===== src/rtl/track_canvas_writer.sv =====
// track_canvas_writer: turns accepted mouse samples into brush-stamp writes on a 1-bit canvas RAM and sweeps the canvas clear on request
//
// Ports:
//   clka          system clock, all logic on the rising edge
//   rst           asynchronous reset, active low
//   sample_valid  mouse sample offered
//   sample_x/y    screen coordinates (0..639 / 0..479)
//   sample_ready  sample accepted when sample_valid & sample_ready
//   clear_req     request a full canvas clear (level or pulse)
//   clear_busy    clear sweep in progress
//   mem_we        canvas RAM write enable
//   mem_addr      canvas RAM address, cy*CANVAS_W + cx
//   mem_wdata     canvas RAM write data
//   dirty         at least one cell painted since the last completed clear
//
// Optional feature: define TRACK_DEDUP_EN to skip samples that land on the
// most recently stamped cell.
module track_canvas_writer #(
    parameter int CANVAS_W    = 160,
    parameter int CANVAS_H    = 120,
    parameter int SCALE_SHIFT = 2,
    parameter int BRUSH_R     = 1,
    parameter int ADDR_W      = 15
) (
    input  logic              clka,
    input  logic              rst,
    input  logic              sample_valid,
    input  logic [9:0]        sample_x,
    input  logic [9:0]        sample_y,
    output logic              sample_ready,
    input  logic              clear_req,
    output logic              clear_busy,
    output logic              mem_we,
    output logic [ADDR_W-1:0] mem_addr,
    output logic              mem_wdata,
    output logic              dirty
);
    localparam int TOTAL = CANVAS_W * CANVAS_H;
    localparam int PW = ADDR_W + 11;
    localparam logic signed [10:0] CW = 11'(CANVAS_W);
    localparam logic signed [10:0] CH = 11'(CANVAS_H);
    localparam logic signed [10:0] R  = 11'(BRUSH_R);

    typedef enum logic [1:0] {IDLE, PAINT, CLEAR} state_t;

    state_t state, state_next;
    logic signed [10:0] cx, cy, dx, dy, sx, sy, bx, by, ox, oy, tx, ty, nx, ny;
    logic [ADDR_W:0] clr_cnt;
    logic [ADDR_W-1:0] t_addr;
    logic stamp_done, accept, samp_in, is_dup, go_paint, t_in, last_off, clr_done;

    assign sample_ready = (state == IDLE) & ~clear_req;
    assign sx = {1'b0, sample_x >> SCALE_SHIFT};
    assign sy = {1'b0, sample_y >> SCALE_SHIFT};

`ifdef TRACK_DEDUP_EN
    logic signed [10:0] last_cx, last_cy;
    logic last_valid;

    assign is_dup = last_valid && sx == last_cx && sy == last_cy;

    always_ff @(posedge clka or negedge rst) begin
        if (!rst) begin
            last_cx    <= '0;
            last_cy    <= '0;
            last_valid <= 1'b0;
        end else if (go_paint) begin
            last_cx    <= sx;
            last_cy    <= sy;
            last_valid <= 1'b1;
        end else if (state == CLEAR && clr_done) begin
            last_valid <= 1'b0;
        end
    end
`else
    assign is_dup = 1'b0;
`endif

    // The first stamp offset is issued on the accept edge straight from the
    // sample, so writes start the very next cycle; later offsets come from
    // the latched cell and the running dx/dy.
    always_comb begin
        accept     = sample_valid & sample_ready;
        samp_in    = sx < CW && sy < CH;
        go_paint   = accept & samp_in & ~is_dup;
        bx         = (state == PAINT) ? cx : sx;
        by         = (state == PAINT) ? cy : sy;
        ox         = (state == PAINT) ? dx : -R;
        oy         = (state == PAINT) ? dy : -R;
        tx         = bx + ox;
        ty         = by + oy;
        t_in       = !tx[10] && tx < CW && !ty[10] && ty < CH;
        t_addr     = ADDR_W'(PW'(ty) * PW'(CANVAS_W) + PW'(tx));
        last_off   = ox == R && oy == R;
        nx         = (ox == R) ? -R : ox + 11'sd1;
        ny         = (ox == R) ? oy + 11'sd1 : oy;
        clr_done   = clr_cnt == (ADDR_W + 1)'(TOTAL);
        state_next = (state == CLEAR) ? (clr_done ? IDLE : CLEAR)
                   : clear_req ? CLEAR
                   : (state == PAINT) ? (stamp_done ? IDLE : PAINT)
                   : go_paint ? PAINT : IDLE;
    end

    always_ff @(posedge clka or negedge rst) begin
        if (!rst)
            state <= IDLE;
        else
            state <= state_next;
    end

    always_ff @(posedge clka or negedge rst) begin
        if (!rst) begin
            cx         <= '0;
            cy         <= '0;
            dx         <= '0;
            dy         <= '0;
            stamp_done <= 1'b0;
            clr_cnt    <= '0;
            clear_busy <= 1'b0;
            mem_we     <= 1'b0;
            mem_addr   <= '0;
            mem_wdata  <= 1'b0;
            dirty      <= 1'b0;
        end else begin
            mem_we <= 1'b0;
            if (state != CLEAR && clear_req) begin
                clear_busy <= 1'b1;
                mem_we     <= 1'b1;
                mem_wdata  <= 1'b0;
                mem_addr   <= '0;
                clr_cnt    <= (ADDR_W + 1)'(1);
            end else if (state == CLEAR) begin
                if (clr_done) begin
                    clear_busy <= 1'b0;
                    dirty      <= 1'b0;
                end else begin
                    mem_we   <= 1'b1;
                    mem_addr <= clr_cnt[ADDR_W-1:0];
                    clr_cnt  <= clr_cnt + 1'b1;
                end
            end else if (go_paint || (state == PAINT && !stamp_done)) begin
                cx         <= bx;
                cy         <= by;
                dx         <= nx;
                dy         <= ny;
                stamp_done <= last_off;
                if (t_in) begin
                    mem_we    <= 1'b1;
                    mem_wdata <= 1'b1;
                    mem_addr  <= t_addr;
                    dirty     <= 1'b1;
                end
            end
        end
    end
endmodule


===== config.mk =====
export PLATFORM = sky130hd
export DESIGN_NAME = track_canvas_writer
export DESIGN_NICKNAME = d
export VERILOG_FILES = /design/src/rtl/track_canvas_writer.sv
export SDC_FILE = /design/constraint.sdc
export NUM_CORES = 1
export LEC_CHECK = 0
export BUFFER_PORTS_ARGS = -buffer_cell sky130_fd_sc_hd__buf_2
export CAP_MARGIN = 20
export CORE_AREA = 8 8 104 106
export DETAILED_ROUTE_END_ITERATION = 7
export DIE_AREA = 0 0 112 114
export PLACE_DENSITY = 0.82
export SYNTH_ARGS = -nofsm -noshare
export SYNTH_HDL_FRONTEND = slang
export SYNTH_SLANG_ARGS = --single-unit

===== constraint.sdc =====
create_clock -name clka -period 15.4 [get_ports clka]
set_input_delay 2.31 -clock clka [delete_from_list [all_inputs] [get_ports clka]]
set_output_delay 2.31 -clock clka [all_outputs]
set_load 0.05 [all_outputs]

[Word-level counts from Yosys, hierarchy flattened]
Cells that the tools add are included.
Operators by class
  order comparisons: 4
  mux-type cells: 33
  add/sub/neg operators: 6
  bitwise logic cells: 6
  multipliers: 1
  reductions and logical operators: 26
  eq/ne operators: 10
Operator list (count)
  2-to-1 mux 15 bit: 5
  2-to-1 mux 11 bit: 6
  2-to-1 mux 16 bit: 3
  adder 11 bit: 2
  adder 11 x 2 -> 11 bit (second input constant): 2
  equality test 11 x 2 -> 1 bit (second input constant): 2
  adder 16 x 1 -> 16 bit (second input constant): 1
  equality test 16 x 15 -> 1 bit (second input constant): 1
  2-to-1 mux 1 bit: 16
  adder 15 x 11 -> 15 bit: 1
  nonzero test 2 bit: 6
  < comparator 11 x 8 -> 1 bit (second input constant): 1
  < comparator 11 x 9 -> 1 bit (second input constant): 1
  multiplier 11 x 4 -> 10 bit (second input constant): 1
  AND reduction 3 bit: 3
  < comparator 8 x 7 -> 1 bit (second input constant): 1
  < comparator 8 bit (second input constant): 1
  logical AND 1 bit: 7
  2-to-1 mux 2 bit: 3
  nonzero test 3 bit: 2
  != test 2 x 1 -> 1 bit (second input constant): 2
  != test 2 bit (second input constant): 2
  AND reduction 2 bit: 2
  AND reduction 4 bit: 1
  other kinds (8): 14
Storage, ports and cells
  bits in registers: 82
  logic and storage cells: 98
  output and inout bits: 20

[Logic depth before layout (Yosys ltp)]
Gate-level depths: netlist (run 1).
  word-level depth: 11
  mapped depth: 27
  depth with buffers taken out: 24

[Least setup slack after synthesis (run 1)]
No wires, ideal clock.
  kind: input -> register
  from: input sample_y[2]
  to: register mem_addr[14]
  stages on the path: 23
  path buffers: 0
  setup slack: 9136 ps
  arrival time: 6139 ps
  setup time: 125 ps
  cells stage by stage: nand2_1 -> nand2_1 -> ha_1 -> inv_1 -> fa_1 -> nor2b_1 -> a31oi_1 -> xnor2_1 -> ha_1 -> inv_1 -> fa_1 -> inv_1 -> ha_1 -> inv_1 -> nor2_1 -> a21oi_1 -> o21bai_1 -> a21oi_1 -> o21ai_0 -> xnor3_1 -> xnor2_1 -> o21ai_0 -> mux2_2
On the way
  longest elaborated chain between the ends: 8
  elaborated cells on any way between the ends: 19
RTL lines
  from (decl): line 29  | input logic [9:0] sample_y,
  2-to-1 mux 11 bit (*): line 87  | by = (state == PAINT) ? cy : sy;
  net by[0]: line 47  | logic signed [10:0] cx, cy, dx, dy, sx, sy, bx, by, ox, oy, tx, ty, nx, ny;
  adder 11 bit (*): line 91  | ty = by + oy;
  multiplier 11 x 4 -> 10 bit: line 93  | t_addr = ADDR_W'(PW'(ty) * PW'(CANVAS_W) + PW'(tx));
  adder 15 x 11 -> 15 bit: line 93
  2-to-1 mux 15 bit: line 147  | if (t_in) begin
  2-to-1 mux 15 bit: line 141  | end else if (go_paint || (state == PAINT && !stamp_done)) begin
  2-to-1 mux 15 bit: line 132  | end else if (state == CLEAR) begin
  2-to-1 mux 15 bit: line 126  | if (state != CLEAR && clear_req) begin
  to (signal assigned): line 138  | mem_addr <= clr_cnt[ADDR_W-1:0];
  to (signal assigned): line 150  | mem_addr <= t_addr;
  to (decl): line 34  | output logic [ADDR_W-1:0] mem_addr,
Mark *: on every way through the listed nets, which the timed path passes. The rest lies on a longest branch. The select of a mux whose other input is x is not followed.
A chain may end at the register's enable or synchronous reset.

[Final worst setup path (run 1)]
Same ends and word-level chain as after synthesis.

==> results of run 1 <==
[where the power goes]
| group | internal, mW | switching, mW |
|---|---|---|
| Sequential | 0.245 | 0.0273 |
| Clock | 0.0599 | 0.0850 |
| Combinational | 0.101 | 0.144 |
[registers in the layout, indices dropped and copies added (netlist names)]
name,cells
state,2
dx,11
cy,11
cx,11
stamp_done,1
mem_addr,15
clear_busy,1
mem_we,1
clr_cnt,16
dy,11
mem_wdata,1
dirty,1
[cell type report]
type                            instances  area (um2)
Fill cell                             738        2800
Timing Repair Buffer                   43         248
Sequential cell                        82        2050
Clock inverter                          7        55.1
Tap cell                              111         139
Inverter                               34         128
Multi-Input combinational cell        548        3570
Clock buffer                            9         124
[path summary, 6_finish.rpt]
check	to	slack (ns)	cells after the start
min in group asynchronous	mem_addr[0]	1.88	1
hold reg to reg	cx[6]	0.48	2
max in group asynchronous	dy[7]	12.92	2
setup / recovery	mem_addr[14]	8.99	24
setup reg to reg	mem_addr[14]	9.99	24
hold / removal	cx[6]	0.48	2
[cell families (layout without fill, tap and decap cells)]
family | count (synthesis) | count (layout) | synth area share (%)
and+or+nand+nor | 301 | 301 | 23.9
muxes | 18 | 18 | 3.89
adders and majority gates | 50 | 50 | 11.2
DFF | 82 | 82 | 35.0
xor gates and xnor gates | 49 | 49 | 7.56
AOI/OAI and AO/OA | 130 | 130 | 14.3
buffers and inverters | 60 | 93 | 4.14
[routing by layer]
metal	GRT usage, %	share of wire, %
met1	25.6	45
met2	36.0	48
met3	4.23	4.9
met4	8.18	2.2
met5	0	0.10
[critical path, cell delays in order]
cell and delay, ns:
buf_2 0.08, nand2_1 0.04, nand2_1 0.12, ha_1 0.17, inv_1 0.06, fa_1 0.40, nor2b_1 0.17, a31oi_1 0.14
xnor2_1 0.17, ha_1 0.32, inv_1 0.06, fa_1 0.53, inv_1 0.04, ha_1 0.26, inv_1 0.12, nor2_1 0.07
a21oi_1 0.23, o21bai_1 0.09, a21oi_1 0.22, o21ai_0 0.16, xnor3_1 0.38, xnor2_1 0.16, o21ai_0 0.09, mux2_2 0.27
[cell usage after synthesis (all sizes together), types with 2 or more instances]
library cell  count
and2              6
o31ai             7
mux2             14
and4              3
xor2             12
o41ai             3
ha               46
inv              33
o21ai            41
o21a              8
nand3b            3
fa                4
or2               2
o21bai            6
nor2             54
a31oi            16
and3              5
clkbuf           19
or4               2
xnor2            36
nand3            17
a21o              6
dfrtp            82
nor2b            17
nor4              2
mux2i             4
nor3             12
a21oi            29
nand2b           21
o31a              2
nand4b            2
nand4             8
buf               7
nor3b             4
nor4b             2
nand2           138
or3               3
[through the flow]
stage,worst slack [ns],area (um2)
floorplan,9.14,5860
global placement,8.73,6100
detailed placement,8.62,6100
CTS,8.95,6280
global route,8.65,6310
finish,8.99,6310
==> metrics.md, run 1 <==
| Metric | Value |
|---|---|
| Global route overflow | 0 |
| Detail Route Antenna Nets | 0 |
| Die Height | 114 um |
| Critical Path End Type | flop |
| H-tree depth | 3 |
| Vias in the first global route | 4764 |
| Relative max-transition margin | between 30% and 40% |
| Synthesis Warnings | 0 |
| WS Path Type | in2reg |
| Share of the synthesized area in the top cell type | 35.0% |
| Worst-Margin Slew | about 0.98 ns |
| Yosys top cell by area | dfrtp_1 |
| Wire per inst | 15.7 um |
| CP Max Fanout | 3 |
| Initial Util | 64.3% |
| Ant diodes | 0 |
| Finished Layout Cells | 834 |
| Post-CTS Hold Buffers | 0 |
| Largest net degree at the start of global routing | 83 |
| Clock sink count | 82 |
| Tcrit/Tclk final | about two fifths |
| Area grow syn2layout | 7.73% |
| Most common cell after layout, fill and taps aside | nand2_1 |
| I/O Buffers | 39 |
| Worst hold path startpoint | cx[6] |
| Clock Skew | 0.0137 ns |
| WL final | 13100 um |
| Fmax | 156 MHz |
| Synth Cell Area | 0.00586 mm2 |
| Min Clock Period, post-route | 6.41 ns |
| PostCTS Resize Cnt | 0 |
| Die X | 112 um |
| Final setup violation count | 0 |
| Fraction of layout cells with a size suffix above 1 | 10.7% |
| Longest Clk Path Bufs | 2 |
| Clk_lat worst skew | 0.37 ns |
| Worst EP arrival | 6.66 ns |
| Hold WS | 0.482 ns |
| Setup bufs post-CTS | 0 |
| Most frequent cells in the layout | nand2_1, dfrtp_1, nor2_1, ha_1, o21ai_0 |
| Outcome | finished clean |
| 1st-iter DRT viols | 312 |
| Syn Area/Cell | 8.49 um2 |
| Fin. Hold Viols | 0 |
| Dominant cells by area after synthesis | dfrtp_1, ha_1, nand2_1 |
| Cell area power density | 105 mW/mm2 |
| FF-to-FF Start | state[1] |
| FFs w/ async S/R, synth | between 90% and 100% |
| Net count after synthesis | 764 |
| Number of nets in the layout | 792 |
| Worst Setup SP | sample_y[2] |
| Seq/Total Area, Yosys | a little over a third |
| Maximum vdd drop | just over 0.05 mV |
| Vias per inst | 5.86 |
| Hold Crit Class | reg2reg |
| Global-route wire length before repair | 22100 um |
| Post-Syn Instances | 690 |
| Post-synth top flop | dfrtp_1 |
| Setup_tns | 0 ns |
| RSZ-0062 raised after global routing | no |
| Core area | approximately 0.0091 mm2 |
| Flops & latches, synth | a little over 80 |
| DR pass1 iterations | 5 |
| Fin util | 69.3% |
| Cell count after placement | roughly 820 |
| CTS Buf Count | 9 |
| DRC | 0 |
| Power, Total | 663 uW |
| GP Congestion | 0.910 |
| Vias | 4884 |
| Slew Viols, Final | 0 |
| Clock-pin slew on the worst setup and hold paths | ~0.090 ns |
| CTS tree | built |
| Post-DP HPWL | 9840 um |
| I/O pin count | 44 |
| Total track usage | 21.0% |
| FP Rows | 35 |
| Die area | between 0.01 and 0.015 mm2 |
| Critical path data required time | 15.65 ns |
| Pleak | 3.02 nW |
| CTS root buffer | clkbuf_8 |
| Synth cell types | 58 |
| Max_cap viols | 0 |
| Number of enable flip-flop cells after synthesis | 0 |
| Setup crit start kind | input pin |
| Initial antenna violation count | 1 |
Note: power is estimated with default switching activity, not from simulation.
==> run 2: changes to the inputs <==
--- a/config.mk
+++ b/config.mk
@@ -5,12 +5,13 @@
 export SDC_FILE = /design/constraint.sdc
 export NUM_CORES = 1
 export LEC_CHECK = 0
+export ABC_AREA = 1
 export BUFFER_PORTS_ARGS = -buffer_cell sky130_fd_sc_hd__buf_2
 export CAP_MARGIN = 20
-export CORE_AREA = 8 8 104 106
+export CORE_AREA = 8 8 115 117
 export DETAILED_ROUTE_END_ITERATION = 7
-export DIE_AREA = 0 0 112 114
-export PLACE_DENSITY = 0.82
+export DIE_AREA = 0 0 123 125
+export PLACE_DENSITY = 0.74
 export SYNTH_ARGS = -nofsm -noshare
 export SYNTH_HDL_FRONTEND = slang
 export SYNTH_SLANG_ARGS = --single-unit
==> constraint.sdc (replaced) <==
create_clock -name clka -period 5.8 [get_ports clka]
set_input_delay 0.87 -clock clka [delete_from_list [all_inputs] [get_ports clka]]
set_output_delay 0.87 -clock clka [all_outputs]
set_load 0.05 [all_outputs]
==> run 2 against run 1 <==
Count of clock-buffer cells in the layout is 2 higher; register-to-register slack lost 9.4 ns; critical path depth grew 8; sequential cell count did not move; die area up 20%; sequential share of layout area shrank 2.6 points; area after synthesis is 6.3% higher; synthesized cell count grew 26%; hold slack got worse by 0.014 ns; routed wire length increased by 9.1%; worst setup slack got worse by 8.4 ns; sequential power grew to 3.3 times the previous value; critical endpoint unchanged; largest cell class unchanged.
==> metrics.md, run 2 <==
| Metric | Value |
|---|---|
| Outcome | finished clean |
| Clock Skew | 0.00866 ns |
| Ant diodes | 0 |
| Number of nets in the layout | 978 |
| Detail Route Antenna Nets | 0 |
| Final WS setup | 0.627 ns |
| Share of the synthesized area in the top cell type | 33.0% |
| Relative max-transition margin | 40.8% |
| Syn Area/Cell | 7.16 um2 |
| GP Congestion | 0.880 |
| Yosys top cell by area | dfrtp_1 |
| Flops & latches, synth | about 80 |
| Pleak | 3.67 nW |
| CP Max Fanout | 14 |
| Vias in the first global route | 5451 |
| Slew Viols, Final | 0 |
| CTS tree | built |
| Die Height | 125 um |
| Power, Total | 2.56 mW |
| Fin util | between 50 and 60% |
| Max incr delay on CP | around 0.51 ns |
| Area post-placement | 0.00652 mm2 |
| Seq/Total Area, Yosys | 33.0% |
| Number of enable flip-flop cells after synthesis | 0 |
| Finished Cell Area | 0.00686 mm2 |
| Synth Cell Area | 0.00623 mm2 |
| Net count after synthesis | about 940 |
| 1st-iter DRT viols | 290 |
| H-tree depth | 3 |
| Die area | 0.0154 mm2 |
| Clk_lat worst skew | 0.35 ns |
| Fin. Hold Viols | 0 |
| Tcrit/Tclk final | ~89% |
| FFs w/ async S/R, synth | 100% |
| Crit path max-delay cell type | dfrtp_2 |
| Worst EP arrival | 5.46 ns |
| Cell mode on critical path | inv_1 |
| Worst-Margin Slew | 0.886 ns |
| Longest Clk Path Bufs | 2 |
| Cell area power density | about 370 mW/mm2 |
| Max_cap viols | 0 |
| DRC | 0 |
| Maximum vdd drop | about 0.30 mV |
| Dominant cells by area after synthesis | dfrtp_1, nand2_1, ha_1 |
| FP Rows | 40 |
| Fmax | 193 MHz |
| Die X | 123 um |
| Critical Path End Type | flop |
| Most common cell after layout, fill and taps aside | nand2_1 |
| Area grow syn2layout | 10.2% |
| Setup_tns | 0 ns |
| Most common cell in the synthesized netlist | nand2_1 |
| Total track usage | 20.0% |
| Post-synth top flop | dfrtp_1 |
| RSZ-0062 raised after global routing | no |
| WS Path Type | reg2reg |
| Initial antenna violation count | 0 |
| CTS Buf Count | 9 |
| I/O pin count | 44 |
| Setup bufs post-CTS | 0 |
| FF-to-FF Start | state[0] |
| Post-place setup slack | approximately 0.34 ns |
| Setup crit start kind | flop |
| Clock sink count | 82 |
| Critical path data required time | 6.09 ns |
| Final setup violation count | 0 |
| Clock-pin slew on the worst setup and hold paths | 0.06 ns |
| I/O Buffers | 39 |
| WL final | 14200 um |
| Synth cell count leaders | nand2_1, inv_1, nor2_1, dfrtp_1, nand3_1 |
| Synthesis Warnings | 0 |
| DR pass1 iterations | 6 |
| Global route overflow | 0 |
| Max FFs per register | 16 |
| Vias | about 5500 |
| Core area | ~0.012 mm2 |
| Vias per inst | 5.20 |
| Synth cell types | 47 |
| Post-Syn Instances | 870 |
| Min Clock Period, post-route | between 5 and 6 ns |
| Biggest regs | clr_cnt: 16 flops, mem_addr: 15 flops |
| Post-DP HPWL | 10900 um |
| Initial Util | a little over half |
| Worst Setup SP | state[0] |
| Most frequent cells in the layout | nand2_1, inv_1, nor2_1, dfrtp_1, nand3_1 |
| Wire per inst | ~13 um |
| Fraction of layout cells with a size suffix above 1 | 10.8% |
| Hold Crit Class | in2async |
| Largest net degree at the start of global routing | 48 |
| CTS root buffer | clkbuf_16 |
| Reg with most FFs | clr_cnt |
| Global-route wire length before repair | 25000 um |
run 2: worst max-delay path, delay by kind of cell (launching register included):
kind | cells | cell delay, ns
adders and majority gates | 5 | 1.51
and+or+nand+nor | 12 | 1.38
buffers and inverters | 8 | 0.54
xor gates and xnor gates | 3 | 0.58
AOI/OAI and AO/OA | 4 | 0.58
DFF | 1 | 0.51
run 2: timing repair:
action,in CTS,in global routing
resized for setup,0,3
setup endpoints to repair,0,1
hold endpoints to repair,0,0
hold buffers,0,0
run 2: cell type report:
type	instances	area, um2
Clock buffer	11	243
Inverter	159	597
Fill cell	1105	4750
Clock inverter	5	77.6
Sequential cell	82	2050
Tap cell	147	184
Timing Repair Buffer	42	220
Multi-Input combinational cell	610	3490
run 2: report_power, final:
part           internal (mW)  switching, mW
Combinational          0.342          0.709
Clock                  0.387          0.234
Sequential             0.767          0.122
Total                   1.50           1.07
run 2: cells by family after synthesis:
| kind of cell | synth area share (%) |
|---|---|
| flip-flops | 33.0 |
| adder cells (fa/ha/maj) | 10.5 |
| XOR/XNOR | 4.36 |
| buffers and inverters | 11.3 |
| AND/OR/NAND/NOR | 28.0 |
| AO/OA/AOI/OAI | 12.8 |
run 2: metal layers:
metal / share of wire, % / vias to the layer above / routed length (um) / global-route usage, %
met5: 0 / - / 0 / 0
met4: 1.9 / 0 / 273 / 7.23
met3: 4.1 / 20 / 578 / 4.14
met2: 46 / 86 / 6620 / 32.2
met1: 48 / 2507 / 6780 / 25.9
li1: - / 2876 / - / -
run 2: final timing paths:
check | end | slack, ns | depth (start not counted)
setup / recovery | mem_addr[14] | 0.63 | 32
hold / removal | dy[6] | 0.47 | 1
setup reg to reg | mem_addr[14] | 0.63 | 32
hold reg to reg | mem_addr[3] | 0.47 | 2
max in group asynchronous | state[0] | 4.32 | 2
min in group clka | mem_addr[3] | 0.47 | 2
run 2: through the flow:
stage | hold slack [ns] | instances
finish | 0.469 | 1056
global route | 0.503 | 1056
CTS | 0.473 | 1055
detailed placement | 0.459 | 1039
global placement | 0.454 | 1039
floorplan | 0.447 | 870
